[config.mk]
export PLATFORM = sky130hd
export DESIGN_NAME = dmi_req_sequencer
export DESIGN_NICKNAME = d
export VERILOG_FILES = /design/src/rtl/dmi_seq_pkg.sv /design/src/rtl/dmi_seq_timeout.sv /design/src/rtl/dmi_req_sequencer.sv
export SDC_FILE = /design/constraint.sdc
export NUM_CORES = 1
export LEC_CHECK = 0
export BUFFER_PORTS_ARGS = -buffer_cell sky130_fd_sc_hd__clkbuf_2
export CAP_MARGIN = 20
export CORE_MARGIN = 4
export CORE_UTILIZATION = 46
export CTS_CLUSTER_SIZE = 20
export DETAILED_ROUTE_END_ITERATION = 8
export GPL_TIMING_DRIVEN = 0
export PLACE_DENSITY = 0.79
export RECOVER_POWER = 50
export REMOVE_ABC_BUFFERS = 1
export SKIP_CTS_REPAIR_TIMING = 1
export SYNTH_ARGS = -nofsm -noshare
export SYNTH_HDL_FRONTEND = slang
export SYNTH_SLANG_ARGS = --single-unit
[constraint.sdc]
create_clock -name clk_i -period 2.15 [get_ports clk_i]
set_input_delay 0.43 -clock clk_i [delete_from_list [all_inputs] [get_ports clk_i]]
set_output_delay 0.43 -clock clk_i [all_outputs]
set_load 0.02 [all_outputs]
[src/rtl/dmi_seq_pkg.sv]
// Shared types and constants for the DMI request sequencer.
//   dtm_op_e    : DTM operation field encoding (NOP/READ/WRITE/RSVD)
//   dmi_error_e : sticky DMI status values reported through dtmcs
//   seq_state_e : sequencer FSM states
package dmi_seq_pkg;

  localparam int unsigned DMI_ADDR_W = 7;
  localparam int unsigned DMI_DATA_W = 32;

  typedef enum logic [1:0] {
    DTM_OP_NOP   = 2'd0,
    DTM_OP_READ  = 2'd1,
    DTM_OP_WRITE = 2'd2,
    DTM_OP_RSVD  = 2'd3
  } dtm_op_e;

  typedef enum logic [1:0] {
    DMI_NO_ERROR  = 2'd0,
    DMI_OP_FAILED = 2'd2,
    DMI_BUSY      = 2'd3
  } dmi_error_e;

  typedef enum logic [1:0] {
    ST_IDLE,
    ST_REQ,
    ST_WAIT_RSP
  } seq_state_e;

  // Only reads and writes launch a bus transaction.
  function automatic logic is_bus_op(dtm_op_e op);
    return (op == DTM_OP_READ) || (op == DTM_OP_WRITE);
  endfunction

endpackage

[src/rtl/dmi_seq_timeout.sv]
// Response timeout counter for the DMI request sequencer.
//   clk_i, rst_i : clock and synchronous active-high reset
//   en_i         : high for every cycle spent waiting for a response;
//                  low clears the counter, so each wait starts from zero
//   expired_o    : high during the TIMEOUT_CYCLES-th consecutive wait cycle
module dmi_seq_timeout #(
  parameter int unsigned TIMEOUT_CYCLES = 255
) (
  input  logic clk_i,
  input  logic rst_i,
  input  logic en_i,
  output logic expired_o
);

  localparam int unsigned CNT_W = (TIMEOUT_CYCLES < 2) ? 1 : $clog2(TIMEOUT_CYCLES + 1);
  localparam logic [CNT_W-1:0] CNT_LAST = CNT_W'(TIMEOUT_CYCLES - 1);

  logic [CNT_W-1:0] cnt_q;
  logic [CNT_W-1:0] cnt_d;

  assign expired_o = en_i && (cnt_q == CNT_LAST);

  always_comb begin
    cnt_d = '0;
    if (en_i && !expired_o) begin
      cnt_d = cnt_q + 1'b1;
    end
  end

  always_ff @(posedge clk_i) begin
    if (rst_i) begin
      cnt_q <= '0;
    end else begin
      cnt_q <= cnt_d;
    end
  end

endmodule

[src/rtl/dmi_req_sequencer.sv]
// DMI request sequencer: turns JTAG Update-DR of the DMI register into a
// single valid/ready bus request, waits for the response, keeps the last
// read data for the next Capture-DR and tracks the sticky DMI error status.
//   clk_i, rst_i            : clock, synchronous active-high reset
//   update_i, capture_i     : one-cycle Update-DR / Capture-DR pulses
//   dmi_select_i            : DMI register is the selected DR
//   dr_addr_i/data_i/op_i   : shifted-in DMI fields
//   dmireset_i, hardreset_i : dtmcs reset pulses
//   req_*                   : request channel (valid/ready, payload held stable)
//   rsp_*                   : response channel (always ready)
//   capt_data_o             : data of the last successful read
//   error_o                 : sticky status (0 none, 2 op failed, 3 busy)
// Optional build macro: DMI_BUSY_TIMEOUT_EN aborts a wait after
// TIMEOUT_CYCLES cycles without a response.
module dmi_req_sequencer
  import dmi_seq_pkg::*;
#(
  parameter int unsigned TIMEOUT_CYCLES = 255
) (
  input  logic                  clk_i,
  input  logic                  rst_i,
  input  logic                  update_i,
  input  logic                  capture_i,
  input  logic                  dmi_select_i,
  input  logic [DMI_ADDR_W-1:0] dr_addr_i,
  input  logic [31:0]           dr_data_i,
  input  logic [1:0]            dr_op_i,
  input  logic                  dmireset_i,
  input  logic                  hardreset_i,
  output logic                  req_valid_o,
  input  logic                  req_ready_i,
  output logic [DMI_ADDR_W-1:0] req_addr_o,
  output logic [31:0]           req_data_o,
  output logic [1:0]            req_op_o,
  input  logic                  rsp_valid_i,
  output logic                  rsp_ready_o,
  input  logic [31:0]           rsp_data_i,
  input  logic                  rsp_err_i,
  output logic [31:0]           capt_data_o,
  output logic [1:0]            error_o
);

  if (TIMEOUT_CYCLES < 1) begin : g_param_check
    $error("TIMEOUT_CYCLES must be at least 1");
  end

  seq_state_e            state_q, state_d;
  logic                  req_valid_q, req_valid_d;
  logic [DMI_ADDR_W-1:0] addr_q, addr_d;
  logic [31:0]           data_q, data_d;
  dtm_op_e               op_q, op_d;
  logic [31:0]           capt_q, capt_d;
  dmi_error_e            err_q, err_d;

  logic timeout_hit;
  logic busy_hit;
  logic op_failed;

`ifdef DMI_BUSY_TIMEOUT_EN
  dmi_seq_timeout #(
    .TIMEOUT_CYCLES(TIMEOUT_CYCLES)
  ) u_timeout (
    .clk_i    (clk_i),
    .rst_i    (rst_i),
    .en_i     (state_q == ST_WAIT_RSP),
    .expired_o(timeout_hit)
  );
`else
  assign timeout_hit = 1'b0;
`endif

  // Any DMI access attempted while a transaction is outstanding.
  assign busy_hit = (update_i || capture_i) && dmi_select_i && (state_q != ST_IDLE);

  always_comb begin
    state_d   = state_q;
    addr_d    = addr_q;
    data_d    = data_q;
    op_d      = op_q;
    capt_d    = capt_q;
    err_d     = err_q;
    op_failed = 1'b0;

    unique case (state_q)
      ST_IDLE: begin
        if (update_i && dmi_select_i && !dmireset_i && (err_q == DMI_NO_ERROR) &&
            is_bus_op(dtm_op_e'(dr_op_i))) begin
          addr_d  = dr_addr_i;
          data_d  = dr_data_i;
          op_d    = dtm_op_e'(dr_op_i);
          state_d = ST_REQ;
        end
      end
      ST_REQ: begin
        if (req_ready_i) begin
          state_d = ST_WAIT_RSP;
        end
      end
      ST_WAIT_RSP: begin
        if (rsp_valid_i) begin
          state_d = ST_IDLE;
          if (rsp_err_i) begin
            err_d     = DMI_OP_FAILED;
            op_failed = 1'b1;
          end else if (op_q == DTM_OP_READ) begin
            capt_d = rsp_data_i;
          end
        end else if (timeout_hit) begin
          state_d   = ST_IDLE;
          err_d     = DMI_OP_FAILED;
          op_failed = 1'b1;
        end
      end
      default: state_d = ST_IDLE;
    endcase

    // Error priority: hardreset > dmireset > response failure > busy.
    if (busy_hit && !op_failed && (err_q == DMI_NO_ERROR)) begin
      err_d = DMI_BUSY;
    end
    if (dmireset_i) begin
      err_d = DMI_NO_ERROR;
    end
    if (hardreset_i) begin
      state_d = ST_IDLE;
      err_d   = DMI_NO_ERROR;
      capt_d  = capt_q;
    end

    req_valid_d = (state_d == ST_REQ);
  end

  always_ff @(posedge clk_i) begin
    if (rst_i) begin
      state_q     <= ST_IDLE;
      req_valid_q <= 1'b0;
      addr_q      <= '0;
      data_q      <= '0;
      op_q        <= DTM_OP_NOP;
      capt_q      <= '0;
      err_q       <= DMI_NO_ERROR;
    end else begin
      state_q     <= state_d;
      req_valid_q <= req_valid_d;
      addr_q      <= addr_d;
      data_q      <= data_d;
      op_q        <= op_d;
      capt_q      <= capt_d;
      err_q       <= err_d;
    end
  end

  assign req_valid_o = req_valid_q;
  assign req_addr_o  = addr_q;
  assign req_data_o  = data_q;
  assign req_op_o    = op_q;
  assign rsp_ready_o = 1'b1;
  assign capt_data_o = capt_q;
  assign error_o     = err_q;

endmodule

Yosys cells after proc, flatten, opt, wreduce, memory -nomap -nowiden
Cells that the tools add are included.

operators by class
  reductions and logical operators = 22
  bitwise gates (word level) = 2
  mux-type cells = 12
  eq/ne operators = 6

operators with widths
  cell                  number
  $mux W2               8
  $eq A2 B1 Y1 const B  4
  $logic_and A1 B1 Y1   8
  $reduce_bool A2 Y1    4
  $pmux W2 S3           1
  $reduce_and A5 Y1     1
  $eq A2 B2 Y1 const B  2
  $logic_not A2 Y1      2
  $mux W1               3
  $reduce_and A3 Y1     1
  $reduce_or A3 Y1      1
  $logic_not A1 Y1      2
  $logic_or A1 B1 Y1    2
  $not A1 Y1            2
  $reduce_and A2 Y1     1

word-level totals
  bits in registers = 78
  bits of input ports = 83
  logic and storage cells = 49
  output and inout bits = 77

Logic depth before layout (Yosys ltp)
Gate-level depths: netlist (run 1).

  depth in word-level cells = 8
  depth in mapped cells = 6
  mapped depth without buffers = 3

Least setup slack after synthesis (run 1)
OpenSTA, ideal clock, no wires.

  path type = in2reg
  start point = input port dmi_select_i
  end point = register data_q[19] (netlist: req_data_o[19])
  arrival = 1.547 ns
  cell stages on the path = 5
  setup slack = 0.471 ns
  setup time = 0.132 ns
  data required time = 2.018 ns
  cells stage by stage = or3b_2 clkbuf_1 buf_1 o31ai_1 a21oi_1

between the ends
  longest elaborated chain between the ends = 5

RTL lines
  what                              line                      RTL
  from (decl)                       dmi_req_sequencer.sv:24   input logic dmi_select_i,
  $logic_and A1 B1 Y1 (4 in a row)  dmi_req_sequencer.sv:86   if (update_i && dmi_select_i && !dmireset_i && (err_q == DMI_NO_ERROR) &&
  $reduce_and A2 Y1 (no line)       -
  to (signal assigned)              dmi_req_sequencer.sv:146  data_q <= data_d;
  to (decl)                         dmi_req_sequencer.sv:50   logic [31:0] data_q, data_d;

No other way between the ends.
A chain may end at the register's enable or synchronous reset.

Worst setup path in the final report (run 1)
  start point = register err_q[1] (netlist: error_o[1])
  end point = register state_q[0]

between the ends
  longest elaborated chain between the ends = 6

RTL lines
  what                              line                      RTL
  from (decl)                       dmi_req_sequencer.sv:53   dmi_error_e err_q, err_d;
  from (signal assigned)            dmi_req_sequencer.sv:149  err_q <= err_d;
  $logic_not A2 Y1                  dmi_req_sequencer.sv:86
  $logic_and A1 B1 Y1 (2 in a row)  dmi_req_sequencer.sv:86
  $mux W2                           dmi_req_sequencer.sv:86
  $pmux W2 S3                       dmi_req_sequencer.sv:84   unique case (state_q)
  $mux W2                           dmi_req_sequencer.sv:124  if (hardreset_i) begin
  to (signal assigned)              dmi_req_sequencer.sv:143  state_q <= state_d;
  to (decl)                         dmi_req_sequencer.sv:47   seq_state_e state_q, state_d;

No other way between the ends.

==> results.txt, run 1 <==
area grow syn2layout -> 29.0%
fin. max-slew vios -> 0
Num CTS Buffers -> 9
die height -> 94.1 um
data required time of the worst path -> 2.40 ns
initial DRC count -> 155
endpoints failing setup -> 0
GRT Total Usage -> 0.232
ys async rst share -> 0
WL met3 -> 1.17 mm
worst hold path class -> input pin to flop
Final Util -> 0.609
CTS root buffer -> clkbuf_8
WHS Path Cells -> 3
Clock Latency Late Sink -> 0.34 ns
DR vias -> 3541
Critical Path End Type -> flop
cell taking the most area after synthesis -> dfxtp_1
largest cells by area after synthesis -> dfxtp_1 46%, a21oi_1 10%, o31ai_2 10%
share of cells above drive strength 1 -> 0.288
combinational power share -> 0.128
Final Skew -> 0.0114 ns
Post-synth EDFFs -> 0
largest net degree at the start of global routing -> 78
# IOs -> 160
CP Max Fanout -> 16
diodes inserted -> 0
antenna viol nets, final -> 0
Netlist cell types -> 29
yosys warns -> 0
synthesized area per cell -> 9.04 um^2
CTS Buffer Depth -> 2
die area -> 8850 um^2
minimum clock period -> 1.92 ns
PwrDens -> 664 nW/um^2
Starting Density -> 0.472
met1 wire length -> 4.22 mm
P_leak -> 1.50 nW
outcome -> completed
met2 WL -> 5.01 mm
max-cap viol count -> 0
drt first pass iters -> 4
Worst Reg-to-Reg Cells -> 5
sw frac -> 0.271
max frequency -> 0.520 GHz
H-tree depth -> 3
CTS tree -> built
DRC -> 0
worst setup margin -> 0.227 ns
Hold Slack -> 0.316 ns
placed standard-cell area -> 4280 um^2
RSZ-0062 raised after global routing -> false
vias per cell -> 5.78
antenna violations before repair -> 0
Core ar. -> 7210 um^2
total grt overflow -> 0
WL/cell -> 17.1 um
hpwl dp -> 7.31 mm
crit path launch type -> flop
design area -> 4400 um^2
Top FF cell, synth -> dfxtp_1
synthesized area -> 3410 um^2
post-synthesis sequential area ratio -> 0.458
Final Hold Fails -> 0
DR top layer -> met4
Placement Setup Slack -> -0.105 ns
Sequential Power Share -> 0.507
site row count -> 31
Port Buf Inserts -> 158
first-pass GRT wire length -> 16.5 mm
final wirelength -> 10.5 mm
Clock Pin Slew Worst Setup and Hold Paths -> 0.09 ns
global placement routability congestion -> 0.754
Slew HR -> 0.326
Tcrit/Tclk final -> 0.895
synthesized flop and latch total -> 78
Die Wd -> 94.1 um
Synth top area share -> 0.458
Crit Path Category -> flop to flop
Internal Pwr Total -> 0.00213 W
Critical Path AT -> 2.17 ns
Net Sw Power -> 0.000792 W
# clock sinks -> 78
Nets -> 592
vias in the first global route -> 3430
VDD IR max -> 0.393 mV
clock share of power -> 0.365
Cells after Synth -> 377
Worst-Margin Slew -> 1.01 ns
setup_tns -> 0 ns
## sequential cells by signal, summed over array words and instances (netlist names)
register and cells:
req_valid_o 1, req_data_o 32, req_addr_o 7, state_q 2, req_op_o 2, error_o 2, capt_data_o 32
## layer usage
metal  track usage  up-vias
li1              -     1683
met1         0.279     1686
met2         0.384      163
met3        0.0938        9
met4        0.0614        0
met5             0        -
## cell usage in the layout (no fill, tap or decap)
cell type   count
a21oi_1        71
a31oi_1         4
and3b_1         1
buf_12          1
buf_16          1
buf_4           1
buf_6           4
buf_8           4
bufinv_16       1
clkbuf_1       76
clkbuf_2       84
clkbuf_4        1
clkbuf_8        9
clkinv_2        2
clkinvlp_4      3
conb_1          1
dfxtp_1        78
inv_1           4
nand3_1        32
nand3b_1        1
nand4_1        41
nor2_1          2
nor3_1          4
nor3b_1         2
nor3b_2         1
nor4b_4         2
o21ai_0        36
o221a_2         1
o22ai_1         1
o31a_1          1
o31ai_1        11
o31ai_2        28
or3b_2          1
or4b_2          1
or4b_4          1
xnor2_2         1
xor2_4          1
## final cells by class
type                            instances  area (um^2)
Inverter                                4         15.0
Sequential cell                        78         1560
Timing Repair Buffer                  171          870
Clock inverter                          6         62.6
Tap cell                               99          124
Multi-Input combinational cell        245         1640
Clock buffer                           10          128
Fill cell                             703         2820
## cells in the mapped netlist, types with 2 or more instances
| master | n |
|---|---|
| o31ai_1 | 11 |
| nor3b_1 | 3 |
| clkbuf_1 | 35 |
| nand4_1 | 41 |
| buf_1 | 2 |
| o21ai_0 | 36 |
| inv_1 | 4 |
| nor3_1 | 4 |
| a31oi_1 | 4 |
| buf_6 | 6 |
| o31ai_2 | 28 |
| nor2_1 | 2 |
| buf_2 | 6 |
| a21oi_1 | 71 |
| dfxtp_1 | 78 |
| nor4b_2 | 2 |
| nand3_1 | 32 |
## critical path, cell delays in order (launching register included)
cell      delay, ns
dfxtp_1        0.35
nor3b_2        0.17
clkbuf_1       0.57
clkbuf_2       0.41
a31oi_1        0.17
nor3_1         0.17
## power by group through the flow
stage	clock, W	sequential, W	combinational [W]
4_1_cts	0.00109	0.00148	0.000379
3_3_place_gp	0	0.00151	0.000322
3_5_place_dp	0	0.00151	0.000377
6_report	0.00107	0.00148	0.000373
2_1_floorplan	0	0.00154	0.000130
5_1_grt	0.00116	0.00148	0.000402
## worst paths after layout
| check | start | to | slack (ns) |
|---|---|---|---|
| worst max register to register | error_o[1] | state_q[0] | 0.23 |
| worst min register to register | req_data_o[11] | req_data_o[11] | 0.47 |
| worst min-delay path | dr_data_i[27] | req_data_o[27] | 0.32 |
| worst max-delay path | error_o[1] | state_q[0] | 0.23 |
## stage by stage
| stage | instances | power [W] |
|---|---|---|
| 2_1_floorplan | 327 | 0.00167 |
| 3_3_place_gp | 584 | 0.00183 |
| 3_5_place_dp | 594 | 0.00189 |
| 4_1_cts | 610 | 0.00295 |
| 5_1_grt | 613 | 0.00305 |
| 6_report | 613 | 0.00292 |
## cells by family after synthesis
group	synth area share
AO/OA/AOI/OAI	0.299
XOR/XNOR	0.00514
buffers and inverters	0.0760
flip-flops	0.458
other	0.00110
AND/OR/NAND/NOR	0.160
(Power assumes the default switching activity.)
==> run 2, diff against run 1 <==
--- a/config.mk
+++ b/config.mk
@@ -8,11 +8,11 @@
 export BUFFER_PORTS_ARGS = -buffer_cell sky130_fd_sc_hd__clkbuf_2
 export CAP_MARGIN = 20
 export CORE_MARGIN = 4
-export CORE_UTILIZATION = 46
+export CORE_UTILIZATION = 42
 export CTS_CLUSTER_SIZE = 20
 export DETAILED_ROUTE_END_ITERATION = 8
 export GPL_TIMING_DRIVEN = 0
-export PLACE_DENSITY = 0.79
+export PLACE_DENSITY = 0.76
 export RECOVER_POWER = 50
 export REMOVE_ABC_BUFFERS = 1
 export SKIP_CTS_REPAIR_TIMING = 1
==> constraint.sdc (replaced) <==
create_clock -name clk_i -period 1.6 [get_ports clk_i]
set_input_delay 0.32 -clock clk_i [delete_from_list [all_inputs] [get_ports clk_i]]
set_output_delay 0.32 -clock clk_i [all_outputs]
set_load 0.02 [all_outputs]
==> run 2 against run 1 <==
Effect of this change:
- setup slack worse by 0.22 ns
- sequential share of layout area fell by 1.5 points
- global-route usage is 2.8 points lower
- wire length grew 6.4%
- critical path depth is 2 lower
- register-to-register slack worse by 0.22 ns
- flip-flop and latch count unchanged
- die area is 8.7% higher
- critical path type unchanged
==> results.txt, run 2 (synthesis results as in run 1) <==
min-delay src -> dr_data_i[12]
Clock Pin Slew Worst Setup and Hold Paths -> 0.08 ns (about the same)
largest net degree at the start of global routing -> 78 (unchanged)
antenna violations before repair -> 0 (unchanged)
endpoints failing setup -> 0 (unchanged)
area grow syn2layout -> 35.5%
met1 Resource Use GR -> 0.247 (-0.0321)
RSZ-0062 raised after global routing -> true
CP cell instances -> or4b_4 -> o31ai_2 -> a21oi_1
drt first pass iters -> 4 (unchanged)
Slew HR -> 0.408 (+0.0815)
Crit path largest cell delay -> 0.69 ns (+0.12 ns)
Worst-Margin Slew -> 0.889 ns (-0.117 ns)
setup_tns -> 0 ns (unchanged)
reg2reg start -> state_q[0]
fin. max-slew vios -> 0 (unchanged)
vias in the first global route -> 3396 (-0.99%)
die area -> 9620 um^2 (+8.7%)
CP Max Fanout -> 14 (-2)
diodes inserted -> 0 (unchanged)
Final Skew -> 0.00691 ns (-0.00446 ns)
hpwl dp -> 7.03 mm (-3.9%)
Port Buf Inserts -> 158 (unchanged)
CTS tree -> built
final wirelength -> 11.2 mm (+6.4%)
Final Hold Fails -> 0 (unchanged)
Tcrit/Tclk final -> 0.995 (+0.100)
Sequential Area -> 1570 um^2 (+0.56%)
# IOs -> 160 (unchanged)
site row count -> 32 (+3.2%)
Inst Count DP -> 596 (+0.34%)
Filler cells -> 718 (+2.1%)
Core ar. -> 7810 um^2 (+8.2%)
Num CTS Buffers -> 9 (unchanged)
antenna viol nets, final -> 0 (unchanged)
grt met3 use -> 0.0779 (-0.0159)
first-pass GRT wire length -> 16.2 mm (-1.8%)
GRT Total Usage -> 0.204 (-0.0282)
Clock Latency Late Sink -> 0.33 ns (about the same)
Crit Path Category -> flop to flop
CP Buf/Inv Count -> 0 (-2)
die height -> 98.1 um (+4.3%)
crit path launch type -> flop
GRT busiest layer -> met2
DR vias -> 3645 (+2.9%)
worst hold path class -> input pin to flop
outcome -> completed
Crit path max-delay family -> simple AND/OR/NAND/NOR gates
max frequency -> 0.628 GHz (+21%)
minimum clock period -> 1.59 ns (-0.331 ns)
Global Route met2 Usage -> 0.333 (-0.0508)
PwrDens -> 904 nW/um^2 (+36%)
area of the multi-input gates -> 1740 um^2 (+6.5%)
Worst path slowest cell -> or4b_4
data required time of the worst path -> 1.79 ns (-0.61 ns)
Critical Path AT -> 1.78 ns (-0.39 ns)
Finished Layout Cells -> 626 (+2.1%)
Die Wd -> 98.1 um (+4.3%)
total power -> 0.00418 W (+43%)
Starting Density -> 0.436 (-0.0359)
most frequent cells in the layout -> 89 x clkbuf_2, 75 x dfxtp_1, 71 x a21oi_1
DRC -> 0 (unchanged)
CTS Buffer Depth -> 2 (unchanged)
global placement routability congestion -> 0.837 (+11%)
vias per cell -> 5.82 (+0.80%)
# clock sinks -> 78 (unchanged)
VDD IR max -> 0.506 mV (+29%)
max-cap viol count -> 0 (unchanged)
H-tree depth -> 3 (unchanged)
Critical Path End Type -> flop
WL/cell -> 17.8 um (+4.2%)
share of cells above drive strength 1 -> 0.323 (+0.0346)
most common cell after layout, fill and taps aside -> clkbuf_2
CTS root buffer -> clkbuf_8
origin of the worst setup path -> state_q[0]
P_leak -> 1.62 nW (+8.0%)
total grt overflow -> 0 (unchanged)
Nets -> 603 (+1.9%)
initial DRC count -> 132 (-15%)
-- run 2: per-layer routing --
metal  vias to the layer above  part of all wire
li1                       1734                 -
met1                      1713              0.40
met2                       187              0.48
met5                         -                 0
met3                        11              0.11
met4                         0             0.012
-- run 2: worst reg2reg max path, cell delays in order, from the launching register on --
cell and delay (ns):
dfxtp_4 0.41, or4b_4 0.69, o31ai_2 0.26, a21oi_1 0.09
-- run 2: path summary, 6_finish.rpt --
path                                        to  slack [ns]  cells past startpoint
worst max register to register   req_data_o[4]       0.008                      3
worst max-delay path             req_data_o[4]       0.008                      3
worst min register to register  req_data_o[12]        0.47                      2
worst min-delay path            req_data_o[12]        0.21                      3
-- run 2: per-stage QoR --
stage | worst slack [ns] | utilization | hold slack [ns] | cell area [um^2]
after global routing | -0.0391 | 0.592 | 0.195 | 4620
after global placement | -3.13 | 0.523 | 0.454 | 4080
after CTS | -0.411 | 0.574 | 0.190 | 4480
after floorplan | -1.68 | - | 0.389 | 3160
after detailed placement | -0.501 | 0.546 | 0.460 | 4260
final | 0.00806 | 0.592 | 0.208 | 4620
-- run 2: power breakdown --
part	total [W]	leakage (nW)	internal [W]	switching, W
Clock	0.00164	0.115	0.000951	0.000692
Combinational	0.000545	0.872	0.000203	0.000342
Sequential	0.00199	0.632	0.00196	0.0000217
-- run 2: final cells by class --
| cell class | instances | share of cell area |
|---|---|---|
| Clock buffer | 11 | 0.0328 |
| Clock inverter | 4 | 0.0152 |
| Inverter | 4 | 0.00325 |
| Multi-Input combinational cell | 251 | 0.377 |
| Sequential cell | 78 | 0.340 |
| Tap cell | 102 | 0.0276 |
| Timing Repair Buffer | 176 | 0.204 |
==> run 3, diff against run 2 <==
--- a/config.mk
+++ b/config.mk
@@ -9,6 +9,7 @@
 export CAP_MARGIN = 20
 export CORE_MARGIN = 4
 export CORE_UTILIZATION = 42
+export CTS_BUF_LIST = sky130_fd_sc_hd__clkbuf_16
 export CTS_CLUSTER_SIZE = 20
 export DETAILED_ROUTE_END_ITERATION = 8
 export GPL_TIMING_DRIVEN = 0
==> run 3 against run 2 <==
Effect of this change:
- register-to-register slack about the same
- wire length fell by 1.2%
- utilization rose by 1.8 points
- critical endpoint is now req_data_o[13]
- largest cell class unchanged
- largest power group is now the clock network
==> results.txt, run 3 (synthesis results as in run 1) <==
outcome -> completed
min-delay src -> dr_addr_i[1]
Inst Count DP -> 596 (unchanged)
GRT Total Usage -> 0.203 (-0.00131)
PwrDens -> 968 nW/um^2 (+7.0%)
vias in the first global route -> 3389 (-0.21%)
CTS root buffer -> clkbuf_16
area grow syn2layout -> 39.7%
largest net degree at the start of global routing -> 78 (unchanged)
site row count -> 32 (unchanged)
diodes inserted -> 0 (unchanged)
drt first pass iters -> 4 (unchanged)
WL/cell -> 17.6 um (-1.0%)
antenna viol nets, final -> 0 (unchanged)
reg2reg start -> state_q[0]
Nets -> 602 (-0.17%)
worst hold path class -> input pin to flop
Critical Path End Type -> flop
final wirelength -> 11.0 mm (-1.2%)
DR vias -> 3622 (-0.63%)
most frequent cells in the layout -> 157 x clkbuf_2, 75 x dfxtp_1, 71 x a21oi_1
Clock Latency Late Sink -> 0.32 ns (about the same)
max-cap viol count -> 0 (unchanged)
# IOs -> 160 (unchanged)
crit path launch type -> flop
Hold Slack -> 0.230 ns (+0.0222 ns)
CTS tree -> built
Core ar. -> 7810 um^2 (unchanged)
vias per cell -> 5.80 (-0.47%)
WHS Path Cells -> 3 (unchanged)
first-pass GRT wire length -> 16.2 mm (about the same)
Tcrit/Tclk final -> 0.993 (-0.00172)
Crit Path Category -> flop to flop
fin. max-slew vios -> 0 (unchanged)
VDD IR max -> 0.572 mV (+13%)
Port Buf Inserts -> 158 (unchanged)
most common cell after layout, fill and taps aside -> clkbuf_2
RSZ-0062 raised after global routing -> true
P_leak -> 1.88 nW (+16%)
global placement routability congestion -> 0.837 (unchanged)
initial DRC count -> 129 (-2.3%)
Die Wd -> 98.1 um (unchanged)
Starting Density -> 0.436 (unchanged)
Slew HR -> 0.417 (+0.00976)
die area -> 9620 um^2 (unchanged)
Worst-Margin Slew -> 0.874 ns (-0.0146 ns)
total grt overflow -> 0 (unchanged)
antenna violations before repair -> 0 (unchanged)
Finished Layout Cells -> 625 (-0.16%)
# clock sinks -> 78 (unchanged)
Clock Pin Slew Worst Setup and Hold Paths -> 0.06 ns (-0.02 ns)
hpwl dp -> 7.03 mm (unchanged)
data required time of the worst path -> 1.76 ns (-0.03 ns)
H-tree depth -> 3 (unchanged)
hold path endpoint -> req_addr_o[1]
CP Max Fanout -> 13 (-1)
FF-to-FF setup slack -> 0.01 ns (about the same)
CTS Buffer Depth -> 2 (unchanged)
Worst Reg-to-Reg Cells -> 3 (unchanged)
Critical Path AT -> 1.75 ns (-0.03 ns)
max frequency -> 0.629 GHz (+0.17%)
endpoints failing setup -> 0 (unchanged)
Num CTS Buffers -> 9 (unchanged)
Final Skew -> 0.00543 ns (-0.00148 ns)
share of cells above drive strength 1 -> 0.447 (+0.125)
Final Hold Fails -> 0 (unchanged)
DRC -> 0 (unchanged)
reg2reg end -> req_data_o[13]
minimum clock period -> 1.59 ns (-0.00275 ns)
die height -> 98.1 um (unchanged)
==> run 3: per-layer routing <==
metal,global-route usage,routed length [um],up-vias
li1,-,-,1731
met5,0,0,-
met3,0.0757,1150,8
met4,0.0650,103,0
met2,0.334,5370,182
met1,0.245,4410,1701
==> run 3: through the flow <==
stage | power, W | setup WS, ns | setup TNS (ns) | utilization | area [um^2]
after floorplan | 0.00224 | -1.68 | -90.79 | - | 3160
after global placement | 0.00246 | -3.13 | -170.23 | 0.523 | 4080
after detailed placement | 0.00253 | -0.501 | -26.84 | 0.546 | 4260
after CTS | 0.00461 | -0.408 | -22.08 | 0.584 | 4560
after global routing | 0.00480 | -0.0311 | -0.382 | 0.610 | 4760
final | 0.00461 | 0.0108 | 0 | 0.610 | 4760
==> run 3: layout make-up <==
class	count	area, um^2
clock buffer	9	225
clock inverter	6	77.6
fill	691	3050
inverter	4	15.0
multi-input combinational	250	1730
sequential	78	1570
tap	102	128
timing repair buffer	176	1020
==> run 3: worst max-delay path, cell delays in order, from the launching register on <==
cell	delay (ns)
dfxtp_4	0.40
or4b_4	0.67
o31ai_1	0.28
a21oi_1	0.09
==> run 3: how the worst max path moves through the flow <==
| stage | from | to | cells after the start |
|---|---|---|---|
| 6_report | state_q[0] | req_data_o[13] | 3 |
| 5_1_grt | state_q[0] | req_data_o[4] | 3 |
| 4_1_cts | state_q[1] | error_o[0] | 2 |
| 3_5_place_dp | dr_op_i[0] | req_data_o[19] | 6 |
| 3_3_place_gp | dmi_select_i | req_valid_o | 4 |
| 2_1_floorplan | dr_op_i[0] | req_data_o[0] | 3 |
==> run 3: power breakdown <==
part           internal [W]  switching [W]  leakage (nW)
clock               0.00134       0.000727         0.150
combinational      0.000205       0.000342          1.10
sequential          0.00197      0.0000220         0.631
total               0.00351        0.00109          1.88
